`src/rtl/ahbs_fifo_port.sv`:
```
// AHB slave port exposing a word-wide TX FIFO and RX FIFO to the core.
// Wait states on TX-full / RX-empty, ERROR on timeout or bad size.
module ahbs_fifo_port #(
  parameter int TX_DEPTH = 8,
  parameter int RX_DEPTH = 8,
  parameter int MAX_WAIT = 15
) (
  input  logic        hclk,
  input  logic        hreset,
  input  logic        hsel,
  input  logic [31:0] haddr,
  input  logic [1:0]  htrans,
  input  logic        hwrite,
  input  logic [2:0]  hsize,
  input  logic [31:0] hwdata,
  input  logic        hready,
  output logic        hready_out,
  output logic [1:0]  hresp,
  output logic [31:0] hrdata,
  output logic [31:0] tx_data,
  output logic        tx_valid,
  input  logic        tx_ready,
  input  logic [31:0] rx_data,
  input  logic        rx_valid,
  output logic        rx_ready,
  output logic        irq
);

  localparam int TAW = $clog2(TX_DEPTH);
  localparam int RAW = $clog2(RX_DEPTH);
  localparam logic [TAW:0] TX_FULL_CNT = TX_DEPTH[TAW:0];
  localparam logic [RAW:0] RX_FULL_CNT = RX_DEPTH[RAW:0];
  localparam logic [7:0] WAIT_LIM = MAX_WAIT[7:0];

  typedef enum logic [2:0] {
    S_IDLE,
    S_DATA,
    S_WAIT,
    S_ERR1,
    S_ERR2
  } state_t;

  state_t state;

  logic [1:0] a_addr;
  logic       a_write;
  logic       a_legal;
  logic [7:0] wcnt;

  logic [31:0]    tx_mem [TX_DEPTH];
  logic [TAW-1:0] tx_wp;
  logic [TAW-1:0] tx_rp;
  logic [TAW:0]   tx_cnt;

  logic [31:0]    rx_mem [RX_DEPTH];
  logic [RAW-1:0] rx_wp;
  logic [RAW-1:0] rx_rp;
  logic [RAW:0]   rx_cnt;

  logic rx_irq_en;

  logic tx_full;
  logic tx_empty;
  logic rx_full;
  logic rx_empty;
  logic addr_ok;
  logic busy;
  logic is_tx_wr;
  logic is_rx_rd;
  logic is_ctrl_wr;
  logic stall;
  logic complete;
  logic capture;
  logic tx_flush;
  logic rx_flush;
  logic tx_push;
  logic tx_pop;
  logic rx_push;
  logic rx_pop;
  logic [4:0]  tx_cnt5;
  logic [4:0]  rx_cnt5;
  logic [31:0] status;
  logic [31:0] rd_data;
  logic        unused_bits;

  assign unused_bits = ^{haddr[31:4], haddr[1:0], htrans[0]};

  assign tx_full  = tx_cnt == TX_FULL_CNT;
  assign tx_empty = tx_cnt == '0;
  assign rx_full  = rx_cnt == RX_FULL_CNT;
  assign rx_empty = rx_cnt == '0;

  assign addr_ok    = hsel & htrans[1] & hready;
  assign busy       = (state == S_DATA) | (state == S_WAIT);
  assign is_tx_wr   = a_write & (a_addr == 2'd0);
  assign is_rx_rd   = ~a_write & (a_addr == 2'd1);
  assign is_ctrl_wr = a_write & (a_addr == 2'd3);

  // A transfer stalls on a TX push into a full FIFO or an RX pop from empty
  assign stall    = (is_tx_wr & tx_full) | (is_rx_rd & rx_empty);
  assign complete = busy & a_legal & ~stall;
  assign capture  = addr_ok &
                    (complete | (state == S_IDLE) | (state == S_ERR2));

  assign tx_flush = complete & is_ctrl_wr & hwdata[0];
  assign rx_flush = complete & is_ctrl_wr & hwdata[1];
  assign tx_push  = complete & is_tx_wr;
  assign tx_pop   = ~tx_empty & tx_ready;
  assign rx_push  = rx_valid & ~rx_full;
  assign rx_pop   = complete & is_rx_rd;

  assign tx_cnt5 = 5'(tx_cnt);
  assign rx_cnt5 = 5'(rx_cnt);

  assign status = {11'b0, rx_irq_en,
                   rx_empty, rx_full, tx_empty, tx_full,
                   3'b0, rx_cnt5, 3'b0, tx_cnt5};

  // Read-data source selected by the registered address
  always_comb begin
    rd_data = '0;
    unique case (a_addr)
      2'd1:    rd_data = rx_mem[rx_rp];
      2'd2:    rd_data = status;
      2'd3:    rd_data = {29'b0, rx_irq_en, 2'b0};
      default: rd_data = '0;
    endcase
  end

  assign hrdata     = (complete & ~a_write) ? rd_data : '0;
  assign hready_out = complete | (state == S_IDLE) | (state == S_ERR2);
  assign hresp      = ((state == S_ERR1) | (state == S_ERR2)) ?
                      2'b01 : 2'b00;

  assign tx_data  = tx_mem[tx_rp];
  assign tx_valid = ~tx_empty;
  assign rx_ready = ~rx_full;

  // Bus FSM: address capture, wait-state counting and error sequencing
  always_ff @(posedge hclk) begin
    if (hreset) begin
      state   <= S_IDLE;
      a_addr  <= '0;
      a_write <= 1'b0;
      a_legal <= 1'b0;
      wcnt    <= '0;
    end else begin
      if (capture) begin
        a_addr  <= haddr[3:2];
        a_write <= hwrite;
        a_legal <= hsize == 3'b010;
      end
      unique case (state)
        S_IDLE: begin
          if (capture) state <= S_DATA;
        end
        S_DATA: begin
          if (!a_legal) begin
            state <= S_ERR1;
          end else if (stall) begin
            state <= S_WAIT;
            wcnt  <= '0;
          end else begin
            state <= capture ? S_DATA : S_IDLE;
          end
        end
        S_WAIT: begin
          if (!stall) begin
            state <= capture ? S_DATA : S_IDLE;
          end else if (wcnt + 8'd1 == WAIT_LIM) begin
            state <= S_ERR1;
          end else begin
            wcnt <= wcnt + 8'd1;
          end
        end
        S_ERR1: begin
          state <= S_ERR2;
        end
        S_ERR2: begin
          state <= capture ? S_DATA : S_IDLE;
        end
        default: begin
          state <= S_IDLE;
        end
      endcase
    end
  end

  // TX pointers and occupancy; flush overrides any same-cycle push/pop
  always_ff @(posedge hclk) begin
    if (hreset | tx_flush) begin
      tx_wp  <= '0;
      tx_rp  <= '0;
      tx_cnt <= '0;
    end else begin
      if (tx_push) tx_wp <= tx_wp + TAW'(1);
      if (tx_pop)  tx_rp <= tx_rp + TAW'(1);
      unique case ({tx_push, tx_pop})
        2'b10:   tx_cnt <= tx_cnt + (TAW+1)'(1);
        2'b01:   tx_cnt <= tx_cnt - (TAW+1)'(1);
        default: tx_cnt <= tx_cnt;
      endcase
    end
  end

  // TX storage
  always_ff @(posedge hclk) begin
    if (tx_push & ~hreset) tx_mem[tx_wp] <= hwdata;
  end

  // RX pointers and occupancy; flush overrides any same-cycle push/pop
  always_ff @(posedge hclk) begin
    if (hreset | rx_flush) begin
      rx_wp  <= '0;
      rx_rp  <= '0;
      rx_cnt <= '0;
    end else begin
      if (rx_push) rx_wp <= rx_wp + RAW'(1);
      if (rx_pop)  rx_rp <= rx_rp + RAW'(1);
      unique case ({rx_push, rx_pop})
        2'b10:   rx_cnt <= rx_cnt + (RAW+1)'(1);
        2'b01:   rx_cnt <= rx_cnt - (RAW+1)'(1);
        default: rx_cnt <= rx_cnt;
      endcase
    end
  end

  // RX storage
  always_ff @(posedge hclk) begin
    if (rx_push & ~hreset & ~rx_flush) rx_mem[rx_wp] <= rx_data;
  end

  // Sticky interrupt enable from CTRL bit2
  always_ff @(posedge hclk) begin
    if (hreset) begin
      rx_irq_en <= 1'b0;
    end else if (complete & is_ctrl_wr) begin
      rx_irq_en <= hwdata[2];
    end
  end

  // Registered data-available interrupt
  always_ff @(posedge hclk) begin
    if (hreset) begin
      irq <= 1'b0;
    end else begin
      irq <= rx_irq_en & ~rx_empty;
    end
  end

endmodule

```
`config.mk`:
```
export PLATFORM = sky130hd
export DESIGN_NAME = ahbs_fifo_port
export DESIGN_NICKNAME = d
export VERILOG_FILES = /design/src/rtl/ahbs_fifo_port.sv
export SDC_FILE = /design/constraint.sdc
export NUM_CORES = 1
export LEC_CHECK = 0
export CAP_MARGIN = 20
export CORE_MARGIN = 2
export CORE_UTILIZATION = 50
export CTS_CLUSTER_SIZE = 20
export DETAILED_ROUTE_END_ITERATION = 10
export PLACE_DENSITY = 0.7
export SYNTH_ARGS = -nofsm -noshare
export SYNTH_HDL_FRONTEND = slang
export SYNTH_SLANG_ARGS = --single-unit
```
`constraint.sdc`:
```
create_clock -name hclk -period 6.56 [get_ports hclk]
set_input_delay 0.984 -clock hclk [delete_from_list [all_inputs] [get_ports hclk]]
set_output_delay 0.984 -clock hclk [all_outputs]
set_load 0.01 [all_outputs]
```
-- Word level (Yosys, flattened, before mapping)
Memory sizes are Yosys's and may differ from the RTL's. A register that Yosys moved wholly into a read port is not among the register bits.
Cells that the tools add are included.
- register bits after elaboration: 37
- memory bits (writable): 512
- input bits: 108
- output and inout port bits: 70
- logic and storage cells: 115
- memories: 2
- memories (memory ; depth ; bits a word ; read ports ; clocked after memory_dff ; wr ports ; RTL line ; text):
    rx_mem ; 8 ; 32 ; 1 ; 1 ; 1 ; 55 ; logic [31:0] rx_mem [RX_DEPTH];
    tx_mem ; 8 ; 32 ; 1 ; 1 ; 1 ; 50 ; logic [31:0] tx_mem [TX_DEPTH];
- add/subtract/negate cells: 9
- equal/unequal tests: 21
- muxes and demuxes: 25
- bitwise operators: 36
- reduce and logical (&&, ||, !) cells: 9
- operator list (kind ; number):
    $pmux 32 s3 ; 1
    $mux 32 ; 1
    $mux 8 ; 4
    $and 1x1->1 ; 22
    $mux 3 ; 7
    $pmux 4 s2 ; 2
    $pmux 8 s2 ; 1
    $pmux 3 s5 ; 1
    $add 3x1->3 const B ; 4
    $ne 2x2->1 const B ; 5
    $eq 3x2->1 const B ; 3
    $add 4x1->4 const B ; 2
    $add 8x1->8 const B ; 1
    $eq 2x2->1 const B ; 4
    $eq 4x4->1 const B ; 2
    $eq 8x4->1 const B ; 1
    $logic_not 4->1 ; 2
    $sub 4x1->4 const B ; 2
    $not 1->1 ; 7
    $or 1x1->1 ; 7
    $eq 2x1->1 const B ; 3
    $mux 1 ; 6
    $reduce_bool 2->1 ; 3
    $reduce_and 5->1 ; 1
    7 further kinds ; 8

-- Longest topological paths before layout
Gate-level depths: netlist of run 1.
- depth in word-level cells: 13
- depth in mapped cells: 12
- mapped depth without buffers: 11

-- Worst setup path before layout of run 1
No wires, ideal clock.
- kind: register -> register
- start point: register state[2]
- end point: memory tx_mem[0][0], enable pin
- library setup time: 513 ps
- arrival: 4782 ps
- data required time: 6047 ps
- path slack: 1266 ps
- cell stages (with the launch flop): 7
- path buffers: 1
- clock period less this slack: 5294 ps
- cell sequence: dfxtp_1 > clkbuf_1 > nor2b_1 > nand3_1 > nor4_2 > inv_1 > nor4b_1
- cells in the longest elaborated chain, start to end: 8
- elaborated cells on any way between the ends: 9
- those cells by class: eq/ne: 2; mux: 2; bitwise: 5
- ends and longest elaborated chain (what ; RTL line ; text):
    start, declared ; 43 ; state_t state;
    start signal, assigned ; 164 ; state <= capture ? S_DATA : S_IDLE;
    start signal, assigned ; 169 ; state <= capture ? S_DATA : S_IDLE;
    start signal, assigned ; 180 ; state <= capture ? S_DATA : S_IDLE;
    $eq 3x1->1 / $eq 3x2->1 (equally long branches) ; 94 ; assign busy = (state == S_DATA) | (state == S_WAIT);
    $or 1x1->1 (*) ; 94 ;
    $and 1x1->1 (*) (2 in a row) ; 101 ; assign complete = busy & a_legal & ~stall;
    $and 1x1->1 (*) ; 107 ; assign tx_push = complete & is_tx_wr;
    $and 1x1->1 (*) ; 208 ; if (tx_push & ~hreset) tx_mem[tx_wp] <= hwdata;
    $mux 1 (*) ; 208 ;
    $mux 1 (not written as such) (*) ; 208 ;
    end, declared ; 50 ;
Mark *: on every way between the ends. The rest lies on a longest branch, timed or not.

-- Worst setup path after layout of run 1
- start point: register a_addr[1]
- end point: output hrdata[24]
- cells in the longest elaborated chain, start to end: 8
- elaborated cells on any way between the ends: 14
- those cells by class: eq/ne: 3; mux: 2; bitwise: 8; reduce/logical: 1
- ends and longest elaborated chain (what ; RTL line ; text):
    start, declared ; 45 ; logic [1:0] a_addr;
    start signal, assigned ; 149 ; a_addr <= haddr[3:2];
    $eq 2x1->1 / $logic_not 2->1 (equally long branches) ; 96, 122, 95 ;
    $and 1x1->1, on equally long branches ; 96, 95 ;
    $and 1x1->1 ; 100 ; assign stall = (is_tx_wr & tx_full) | (is_rx_rd & rx_empty);
    $or 1x1->1 ; 100 ;
    $not 1->1 ; 101 ;
    $and 1x1->1 ; 101 ;
    $and 1x1->1 ; 130 ; assign hrdata = (complete & ~a_write) ? rd_data : '0;
    $mux 32 (*) ; 130 ;
    end, declared ; 19 ; output logic [31:0] hrdata,
Marked as above.

==> results of run 1 <==
## per-stage QoR
step	util [%]	setup slack, ns	hold slack [ns]
final	59.69	1.991	0.4752
after global routing	59.69	1.772	0.4997
after CTS	59.66	1.921	0.4789
after detailed placement	55.70	2.272	0.4713
after global placement	55.68	2.328	0.4669
after floorplan	-	1.266	0.4541
## layout make-up
class | count | area, sq um | share of cell area, %
flip-flops and latches | 555 | 16250 | 63.34
multi-input cells | 460 | 5280 | 20.58
repair buffers | 169 | 1635 | 6.375
clock buffers | 73 | 1486 | 5.794
well taps | 585 | 732.0 | 2.853
clock inverters | 26 | 215.2 | 0.8389
inverters | 15 | 56.30 | 0.2195
## flip-flops by register name (all words and copies together), names as in the netlist, named ones only
name,count
irq,1
rx_wp,3
tx_rp,3
a_addr,2
wcnt,8
rx_mem,256
a_write,1
rx_rp,3
rx_cnt,4
tx_wp,3
rx_irq_en,1
state,3
tx_mem,256
a_legal,1
tx_cnt,4
## kinds of logic (layout without fill, tap and decap cells)
family                   Yosys count  after routing  share of synthesized area, %
flip-flops                       555            555                         74.78
AO/OA/AOI/OAI                     58             58                         1.729
XOR/XNOR                          19             19                        0.8356
AND/OR/NAND/NOR                  170            170                         3.677
buffers and inverters             69            283                         1.383
other                              1              1                       0.01727
multiplexers                     198            198                         16.70
adder cells (fa/ha/maj)           14             14                        0.8760
## synth_stat cells, types with 3 or more instances
library cell               count
sky130_fd_sc_hd__edfxtp_1    512
sky130_fd_sc_hd__mux4_2      128
sky130_fd_sc_hd__nor2_1       89
sky130_fd_sc_hd__dfxtp_1      43
sky130_fd_sc_hd__mux2i_1      36
sky130_fd_sc_hd__mux2_2       34
sky130_fd_sc_hd__a21oi_1      33
sky130_fd_sc_hd__clkbuf_1     30
sky130_fd_sc_hd__nand2_1      24
sky130_fd_sc_hd__buf_2        18
sky130_fd_sc_hd__inv_1        15
sky130_fd_sc_hd__ha_1         12
sky130_fd_sc_hd__nor3_1       12
sky130_fd_sc_hd__xor2_1       11
sky130_fd_sc_hd__nand3_1      10
sky130_fd_sc_hd__nand2b_1      7
sky130_fd_sc_hd__o21ai_0       6
sky130_fd_sc_hd__xnor2_1       6
sky130_fd_sc_hd__or3_1         4
sky130_fd_sc_hd__a311oi_1      3
sky130_fd_sc_hd__and3_1        3
sky130_fd_sc_hd__nor2b_1       3
## worst reg2reg max path, stage by stage, from the launching register on
cell and delay (ns):
sky130_fd_sc_hd__dfxtp_1 0.37, sky130_fd_sc_hd__or4_1 0.62, sky130_fd_sc_hd__o2111ai_2 0.56, sky130_fd_sc_hd__or2_2 0.60, sky130_fd_sc_hd__inv_1 0.23, sky130_fd_sc_hd__ha_1 0.29
sky130_fd_sc_hd__ha_1 0.28, sky130_fd_sc_hd__a21o_1 0.18, sky130_fd_sc_hd__a21oi_1 0.17, sky130_fd_sc_hd__xnor2_1 0.09, sky130_fd_sc_hd__or3_1 0.31, sky130_fd_sc_hd__a21oi_1 0.15
## where the power goes
part           total [mW]  switching [mW]  internal (mW)
Combinational       0.162          0.0907         0.0708
Sequential           3.90          0.0134           3.89
Clock                2.97            1.27           1.71
## routing by layer
metal,vias up,wire (microns)
met5,-,13
met4,2,758
met3,56,2285
met2,241,21150
met1,5401,17210
li1,4729,-
## worst paths after layout
path	from	to	slack [ns]
worst min register to register	rx_rp[1]	flop	0.48
worst max-delay path	a_addr[1]	hrdata[24]	1.99
worst min-delay path	rx_rp[1]	flop	0.48
worst max register to register	rx_cnt[2]	rx_cnt[3]	2.65
==> metrics.cfg, run 1 <==
[yosys]
postSynthAreaPerCell_sq_um = 20.03
synth_enable_flop_cells = 512
syn_area_sq_um = 21710
synth_sequential_area_ratio_pct = 74.78
number_of_flip_flops_and_latches_in_the_synthesized_netlist = 555
synth-warning-count = 0
instance_count_of_the_mapped_netlist = 1084
syn-num-nets = 1206
yosysTopAreaCell = sky130_fd_sc_hd__edfxtp_1
netlist.area_leader.share_pct = 70.82
synth-async-reset-ratio_pct = 0
area_contributors_post_synth = sky130_fd_sc_hd__edfxtp_1 71%, sky130_fd_sc_hd__mux4_2 13%, sky130_fd_sc_hd__dfxtp_1 4.0%, sky130_fd_sc_hd__mux2_2 1.8%, sky130_fd_sc_hd__mux2i_1 1.7%
synth.lib_cells_used.distinct = 54
primary_ff_master_synth = sky130_fd_sc_hd__edfxtp_1

[route]
detailroute.via_count = 10429
vias_per_cell = 5.539
post_route_drc_violation_count = 0
totalWireLength_microns = 41420
first_pass_iters = 5
drtIter0Drc = 800
route.detailed.wl_per_inst_microns = 22.00
antenna_violating_nets_post_route = 0

[clock_network]
clk_sinks = 555
ctsHoldBuffers = 0
cts_resized = 0
htreeDepth = 2
cts.root.buffer_cell = sky130_fd_sc_hd__clkbuf_16
clock_tree.buffer_depth = 3
cts_inserted_buffers = 54
clk_transition_reported_paths_ns = 0.07
postCtsSetupBuffers = 0
worstSkewPairLatency_ns = 0.60
cts_tree = built

[finish]
layoutNonFillerInstCount = 1883
flow.area_growth_from_synthesis_pct = 18.16
final_nets = 1377
final_layout_size_suffix_gt1_share_pct = 22.65
final_common_cell = sky130_fd_sc_hd__edfxtp_1
final_cell_mix = 512 x sky130_fd_sc_hd__edfxtp_1, 145 x sky130_fd_sc_hd__clkdlybuf4s50_1, 128 x sky130_fd_sc_hd__mux4_2
n_antenna_cell = 0
nFillCells = 3147
finalInstanceArea_sq_um = 25650

[grt]
grt_most_used_layer = met2
grt_pass1_vias = 10659
global_route.usage.met3_pct = 3.663
global_route_wire_length_before_repair_microns = 62890
grt_antenna_before_repair = 1
grt_overflow_total = 0
grt_start_max_net_pins = 41
grt_util_met2_pct = 31.94
all_layer_gr_usage_pct = 18.75
groute.layer.met1.usage_pct = 24.72

[place]
gp_congestion = 0.7674
postPlaceCellArea_sq_um = 23940
port_buffers = 145
dpl.cell_count = 1783
hpwlAfterDp_microns = 23830

[timing]
tightestPinTransition_ns = 1.062
finalCritPeriodShare_pct = 69.65
setup_viol = 0
final_report_max_slew_violation_count = 0
final.min_clock_period_ns = 4.569
worst_clock_skew_ns = 0.02384
fmax_mhz = 218.9
max_slew_margin_pct = 29.20
final.setup.tns_ns = 0
hold_violations = 0
unrepaired_setup_endpoints_after_global_routing = no

[pwr]
power.density_nw_per_um2 = 274.2
vdd.ir_drop.worst_mv = 0.2454
total_leakage_power_nw = 7.847
report.power.total_mw = 7.033

[hold_path]
worst_hold_path.num_cells = 2
hold_wc_path_type = reg2reg

[setup_path]
worstSetupPathType = reg2out
crit_fanout = 21
ff_to_ff_path_depth = 11
start_kind = flop
critical-path-max-stage-delay_ns = 0.66
critPathRequiredTime_ns = 5.58
crit_path_cell_trace = nand2b_1 -> o2111ai_2 -> or2_2 -> nor2_1 -> clkdlybuf4s50_1
path_buf_inv = 1
cp_data_arrival_time_ns = 3.59
critical_path.endpoint_type = primary output
cp_num_cells = 5
crit_slowest_cell = sky130_fd_sc_hd__or2_2
critical-path-top-delay-family = simple AND/OR/NAND/NOR gates

[floorplanning]
dieArea_sq_um = 45110
core_area_sq_um = 42980
num_rows = 76
fp.dieH_microns = 212.4
die_w_microns = 212.4
io_pins = 178
starting_density_of_the_core_pct = 50.51

[flow_run]
cap_viol_max_count = 0

[outcome]
status = finished, final reports clean

No activity file was read; power rests on OpenSTA's default activity.
==> inputs of run 2 (changes only) <==
==> constraint.sdc (replaced) <==
create_clock -name hclk -period 4.6 [get_ports hclk]
set_input_delay 0.69 -clock hclk [delete_from_list [all_inputs] [get_ports hclk]]
set_output_delay 0.69 -clock hclk [all_outputs]
set_load 0.01 [all_outputs]
==> metrics.cfg, run 2 (same netlist as run 1, synthesis figures left out) <==
[outcome]
status = finished, final reports clean

[finish]
layoutNonFillerInstCount = 1893  ; +0.53%
final_cell_mix = 512 x sky130_fd_sc_hd__edfxtp_1, 145 x sky130_fd_sc_hd__clkdlybuf4s50_1, 128 x sky130_fd_sc_hd__mux4_2
n_antenna_cell = 0  ; unchanged
final_common_cell = sky130_fd_sc_hd__edfxtp_1
flow.area_growth_from_synthesis_pct = 18.74
final_layout_size_suffix_gt1_share_pct = 22.94  ; +0.29 points
final_nets = 1386  ; +0.65%
leading_registers_by_flop_count = rx_mem: 256 flops, tx_mem: 256 flops, wcnt: 8 flops
nFillCells = 3070  ; -2.4%

[flow_run]
cap_viol_max_count = 0  ; unchanged

[clock_network]
clock_tree.buffer_depth = 3  ; unchanged
cts_inserted_buffers = 55  ; +1.9%
clk_transition_reported_paths_ns = 0.06  ; about the same
htreeDepth = 2  ; unchanged
postCtsSetupBuffers = 0  ; unchanged
cts_tree = built
cts.root.buffer_cell = sky130_fd_sc_hd__clkbuf_16
clk_sinks = 555  ; unchanged
ctsHoldBuffers = 0  ; unchanged
worstSkewPairLatency_ns = 0.59  ; about the same
cts_resized = 0  ; unchanged

[route]
drtIter0Drc = 610  ; -24%
totalWireLength_microns = 41290  ; -0.32%
detailroute.via_count = 10472  ; +0.41%
post_route_drc_violation_count = 0  ; unchanged
vias_per_cell = 5.532  ; -0.12%
antenna_violating_nets_post_route = 0  ; unchanged
first_pass_iters = 5  ; unchanged
route.detailed.wl_per_inst_microns = 21.81  ; -0.85%

[setup_path]
worst-r2r-setup-slack_ns = 1.16  ; -1.49 ns
worst_r2r_endpoint = rx_cnt[3]
ff_to_ff_path_depth = 11  ; unchanged
r2r-start = a_addr[1]
crit_fanout = 20  ; -4.8%
critPathRequiredTime_ns = 3.91  ; -1.67 ns
start_kind = flop
critical_path.endpoint_type = primary output
worstSetupPathType = reg2out
cp_data_arrival_time_ns = 3.40  ; -0.19 ns

[pwr]
report.power.total_mw = 10.06  ; +43%
power.density_nw_per_um2 = 390.4  ; +42%
total_leakage_power_nw = 7.921  ; +0.94%
vdd.ir_drop.worst_mv = 0.4380  ; +78%

[hold_path]
hold_wc_path_type = reg2reg
worst_hold_path.num_cells = 2  ; unchanged
hold_path_startpoint = rx_rp[1]

[floorplanning]
starting_density_of_the_core_pct = 50.51  ; unchanged
fp.dieH_microns = 212.4  ; unchanged
die_w_microns = 212.4  ; unchanged
core_area_sq_um = 42980  ; unchanged
num_rows = 76  ; unchanged
io_pins = 178  ; unchanged
dieArea_sq_um = 45110  ; unchanged

[timing]
setup_ws_ns = 0.5126  ; -1.478 ns
tightestPinTransition_ns = 0.9660  ; -0.09604 ns
finalCritPeriodShare_pct = 88.86
final.min_clock_period_ns = 4.087
final_report_max_slew_violation_count = 0  ; unchanged
worst_clock_skew_ns = 0.01413  ; -0.009702 ns
fmax_mhz = 244.7
unrepaired_setup_endpoints_after_global_routing = no
setup_viol = 0  ; unchanged
final.setup.tns_ns = 0  ; unchanged
hold_violations = 0  ; unchanged
max_slew_margin_pct = 35.60  ; +6.4 points

[grt]
grt_antenna_before_repair = 1  ; unchanged
grt_util_met2_pct = 32.92  ; +0.98 points
global_route.usage.met3_pct = 3.309  ; -0.35 points
groute.layer.met1.usage_pct = 24.40  ; -0.32 points
global_route_wire_length_before_repair_microns = 63450  ; +0.89%
grt_overflow_total = 0  ; unchanged
grt_pass1_vias = 10770  ; +1.0%
grt_most_used_layer = met2
all_layer_gr_usage_pct = 18.85  ; +0.10 points
grt_start_max_net_pins = 41  ; unchanged

[place]
worst_setup_timing_slack_at_the_placement_stage_ns = 1.143  ; -1.130 ns
port_buffers = 145  ; unchanged
hpwlAfterDp_microns = 23620  ; -0.88%
dpl.cell_count = 1792  ; +0.50%
gp_congestion = 0.8315  ; +8.4%

[run 2: changes by cell type in the layout (fill, tap and decap cells not counted), moves of 2 or more]
cell / previous run / this run
sky130_fd_sc_hd__buf_4: 23 / 29
sky130_fd_sc_hd__clkinv_1: 7 / 11
sky130_fd_sc_hd__clkinvlp_4: 3 / 0
sky130_fd_sc_hd__clkbuf_8: 0 / 4
sky130_fd_sc_hd__buf_12: 0 / 2
[run 2: metrics by stage]
stage	util, %	hold slack (ns)	area (sq um)
5_1_grt	59.98	0.5087	25780
3_5_place_dp	55.95	0.4838	24050
3_3_place_gp	55.94	0.4584	24040
6_report	59.98	0.4906	25780
4_1_cts	59.98	0.4949	25780
2_1_floorplan	-	0.4541	21720
[run 2: worst max-delay path, stage by stage (launching register included)]
cell and delay, ns:
sky130_fd_sc_hd__dfxtp_1 0.49, sky130_fd_sc_hd__nand2b_1 0.48, sky130_fd_sc_hd__o2111ai_2 0.44, sky130_fd_sc_hd__or2_2 0.43, sky130_fd_sc_hd__buf_4 0.23, sky130_fd_sc_hd__nor2_1 0.18
sky130_fd_sc_hd__clkdlybuf4s50_1 0.56
[run 2: power by group]
group | switching, mW | total, mW | internal (mW)
logic | 0.132 | 0.235 | 0.102
clock network | 1.77 | 4.27 | 2.49
registers | 0.0190 | 5.56 | 5.54
[run 2: how the worst max path moves through the flow]
stage	slack, ns	start	end	cells after the start
after floorplan	0.46	state[2]	tx_mem[1][0]	6
after global placement	1.22	flop	hrdata[26]	5
after detailed placement	1.14	a_addr[1]	hrdata[25]	6
after CTS	0.48	a_addr[1]	hrdata[25]	6
after global routing	0.30	a_addr[1]	hrdata[25]	6
final	0.51	a_addr[1]	hrdata[25]	6
[run 2: cell type report]
type	count	area [sq um]	area share, %
clock inverters	25	193.9	0.7523
multi-input cells	460	5298	20.55
well taps	585	732.0	2.839
clock buffers	76	1538	5.965
repair buffers	177	1714	6.649
flip-flops and latches	555	16250	63.02
inverters	15	56.30	0.2184
[run 2: layer usage]
metal  routed length, microns  vias to the layer above
met2                    21340                      229
met1                    17270                     5442
met3                     1914                       59
met5                       13                        -
li1                         -                     4740
met4                      749                        2
==> inputs of run 3 (changes only) <==
--- a/config.mk
+++ b/config.mk
@@ -6,11 +6,14 @@
 export NUM_CORES = 1
 export LEC_CHECK = 0
 export CAP_MARGIN = 20
+export CELL_PAD_IN_SITES_DETAIL_PLACEMENT = 1
+export CELL_PAD_IN_SITES_GLOBAL_PLACEMENT = 1
+export CORE_ASPECT_RATIO = 2
 export CORE_MARGIN = 2
 export CORE_UTILIZATION = 50
 export CTS_CLUSTER_SIZE = 20
 export DETAILED_ROUTE_END_ITERATION = 10
-export PLACE_DENSITY = 0.7
+export PLACE_DENSITY_LB_ADDON = 0.1
 export SYNTH_ARGS = -nofsm -noshare
 export SYNTH_HDL_FRONTEND = slang
 export SYNTH_SLANG_ARGS = --single-unit
==> metrics.cfg, run 3 (same netlist as run 1, synthesis figures left out) <==
[clock_network]
postCtsSetupBuffers = 0  ; unchanged
clk_transition_reported_paths_ns = 0.07  ; about the same
cts.root.buffer_cell = sky130_fd_sc_hd__clkbuf_16
htreeDepth = 2  ; unchanged
clk_sinks = 555  ; unchanged
ctsHoldBuffers = 0  ; unchanged
clock_tree.buffer_depth = 3  ; unchanged
cts_tree = built
cts_inserted_buffers = 49  ; -11%
cts_resized = 0  ; unchanged
worstSkewPairLatency_ns = 0.57  ; -0.02 ns

[place]
port_buffers = 145  ; unchanged
gp_congestion = 0.7295  ; -12%
hpwlAfterDp_microns = 26870  ; +14%

[finish]
leading_registers_by_flop_count = rx_mem: 256 flops, tx_mem: 256 flops, wcnt: 8 flops
final_cell_mix = 512 x sky130_fd_sc_hd__edfxtp_1, 145 x sky130_fd_sc_hd__clkdlybuf4s50_1, 128 x sky130_fd_sc_hd__mux4_2
flow.area_growth_from_synthesis_pct = 18.12
multi_input_area_sq_um = 5298  ; unchanged
area_taken_by_flip_flops_and_latches_sq_um = 16250  ; unchanged
nFillCells = 3650  ; +19%
final_common_cell = sky130_fd_sc_hd__edfxtp_1
final_nets = 1377  ; -0.65%
final_layout_size_suffix_gt1_share_pct = 22.83  ; -0.10 points

[setup_path]
crit_fanout = 21  ; +5.0%
worstSetupPathType = reg2out
critical_path.endpoint_type = primary output
critical-path-top-delay-family = simple AND/OR/NAND/NOR gates
critPathRequiredTime_ns = 3.91  ; about the same
ff_to_ff_path_depth = 12  ; +1
start_kind = flop
cp_data_arrival_time_ns = 3.36  ; -0.04 ns
crit_slowest_cell = sky130_fd_sc_hd__clkdlybuf4s50_1
crit_path_cell_trace = nand2b_1 -> o2111ai_2 -> buf_4 -> or2_2 -> nor2_1 -> clkdlybuf4s50_1
cp_num_cells = 6  ; unchanged
critical-path-max-stage-delay_ns = 0.58  ; +0.02 ns
path_buf_inv = 2  ; unchanged

[timing]
final.min_clock_period_ns = 4.045  ; -0.04221 ns
tightestPinTransition_ns = 0.8906  ; -0.07546 ns
unrepaired_setup_endpoints_after_global_routing = no
setup_viol = 0  ; unchanged
fmax_mhz = 247.2  ; +1.0%
worst_hold_slack_ns = 0.5143  ; +0.02372 ns
finalCritPeriodShare_pct = 87.94  ; -0.92 points
final_report_max_slew_violation_count = 0  ; unchanged
max_slew_margin_pct = 40.63  ; +5.0 points
hold_violations = 0  ; unchanged
final.setup.tns_ns = 0  ; unchanged
worst_clock_skew_ns = 0.01655  ; +0.002421 ns

[flow_run]
cap_viol_max_count = 0  ; unchanged

[floorplanning]
io_pins = 178  ; unchanged
starting_density_of_the_core_pct = 50.37  ; -0.15 points
num_rows = 108  ; +42%
fp.dieH_microns = 298.7  ; +41%
dieArea_sq_um = 45210  ; +0.22%
core_area_sq_um = 43110  ; +0.29%
die_w_microns = 151.3  ; -29%

[route]
totalWireLength_microns = 45970  ; +11%
post_route_drc_violation_count = 0  ; unchanged
first_pass_iters = 4  ; -1
drtIter0Drc = 494  ; -19%
vias_per_cell = 5.730  ; +3.6%
antenna_violating_nets_post_route = 0  ; unchanged
detailroute.via_count = 10560  ; +0.84%
route.detailed.wl_per_inst_microns = 24.94  ; +14%

[grt]
grt_antenna_before_repair = 2  ; +1
grt_pass1_vias = 11893  ; +10%
grt_overflow_total = 0  ; unchanged
grt_start_max_net_pins = 39  ; -4.9%
global_route_wire_length_before_repair_microns = 71020  ; +12%
all_layer_gr_usage_pct = 21.10  ; +2.2 points

[hold_path]
hold_wc_path_type = reg2reg
worst_hold_path.num_cells = 2  ; unchanged

[pwr]
power.density_nw_per_um2 = 388.9  ; -0.38%
total_leakage_power_nw = 7.847  ; -0.94%
report.power.total_mw = 9.974  ; -0.89%
vdd.ir_drop.worst_mv = 0.3990  ; -8.9%

[outcome]
status = finished, final reports clean

[run 3: cell types whose count changed in the layout (fill, tap and decap cells not counted), sizes merged, moves of 3 or more]
cell / previous run / this run
clkinvlp: 0 / 3
inv: 16 / 19
buf: 32 / 29
bufinv: 3 / 7
clkinv: 21 / 12
clkbuf: 76 / 62
[run 3: final timing paths]
check             slack, ns  startpoint    endpoint
hold / removal         0.51    rx_rp[1]        flop
setup reg to reg       0.94   a_addr[0]   rx_cnt[3]
hold reg to reg        0.51    rx_rp[1]        flop
setup / recovery       0.55   a_addr[1]  hrdata[26]
[run 3: area by class of cell]
type / count / area share (%)
Sequential cell: 555 / 63.35
Multi-Input combinational cell: 460 / 20.66
Timing Repair Buffer: 174 / 6.752
Clock buffer: 62 / 5.010
Tap cell: 550 / 2.683
Clock inverter: 26 / 1.317
Inverter: 15 / 0.2195
Antenna cell: 1 / 0.009758
[run 3: through the flow]
step | setup slack (ns) | cell area, sq um | instances | utilization (%)
final | 0.5548 | 25650 | 1843 | 59.49
after global routing | 0.3381 | 25650 | 1843 | 59.49
after CTS | 0.4715 | 25640 | 1842 | 59.49
after detailed placement | 0.9354 | 24020 | 1754 | 55.72
after global placement | 1.021 | 24010 | 1753 | 55.71
after floorplan | 0.4629 | 21720 | 1084 | -
[run 3: worst register-to-register path, stage by stage (launching register included)]
cell and delay, ns:
sky130_fd_sc_hd__dfxtp_1 0.52, sky130_fd_sc_hd__nand2b_1 0.38, sky130_fd_sc_hd__o2111ai_2 0.30, sky130_fd_sc_hd__buf_4 0.22, sky130_fd_sc_hd__or2_2 0.50, sky130_fd_sc_hd__inv_1 0.22
sky130_fd_sc_hd__ha_1 0.27, sky130_fd_sc_hd__ha_1 0.29, sky130_fd_sc_hd__a21o_1 0.18, sky130_fd_sc_hd__a21oi_1 0.17, sky130_fd_sc_hd__xnor2_1 0.10, sky130_fd_sc_hd__or3_1 0.31
sky130_fd_sc_hd__a21oi_1 0.14
[run 3: report_power, final]
group | switching (mW) | internal [mW] | leakage (nW)
clock network | 1.78 | 2.39 | 0.785
registers | 0.0206 | 5.54 | 4.96
logic | 0.138 | 0.103 | 2.10
total | 1.94 | 8.03 | 7.85
[run 3: metal layers]
metal  wire length [microns]  track usage, %  vias up
met5                      13               0        -
met4                    1262           6.364        2
met3                    2034           3.435       73
met2                   23960           35.99      244
met1                   18700           27.90     5532
li1                        -               -     4709
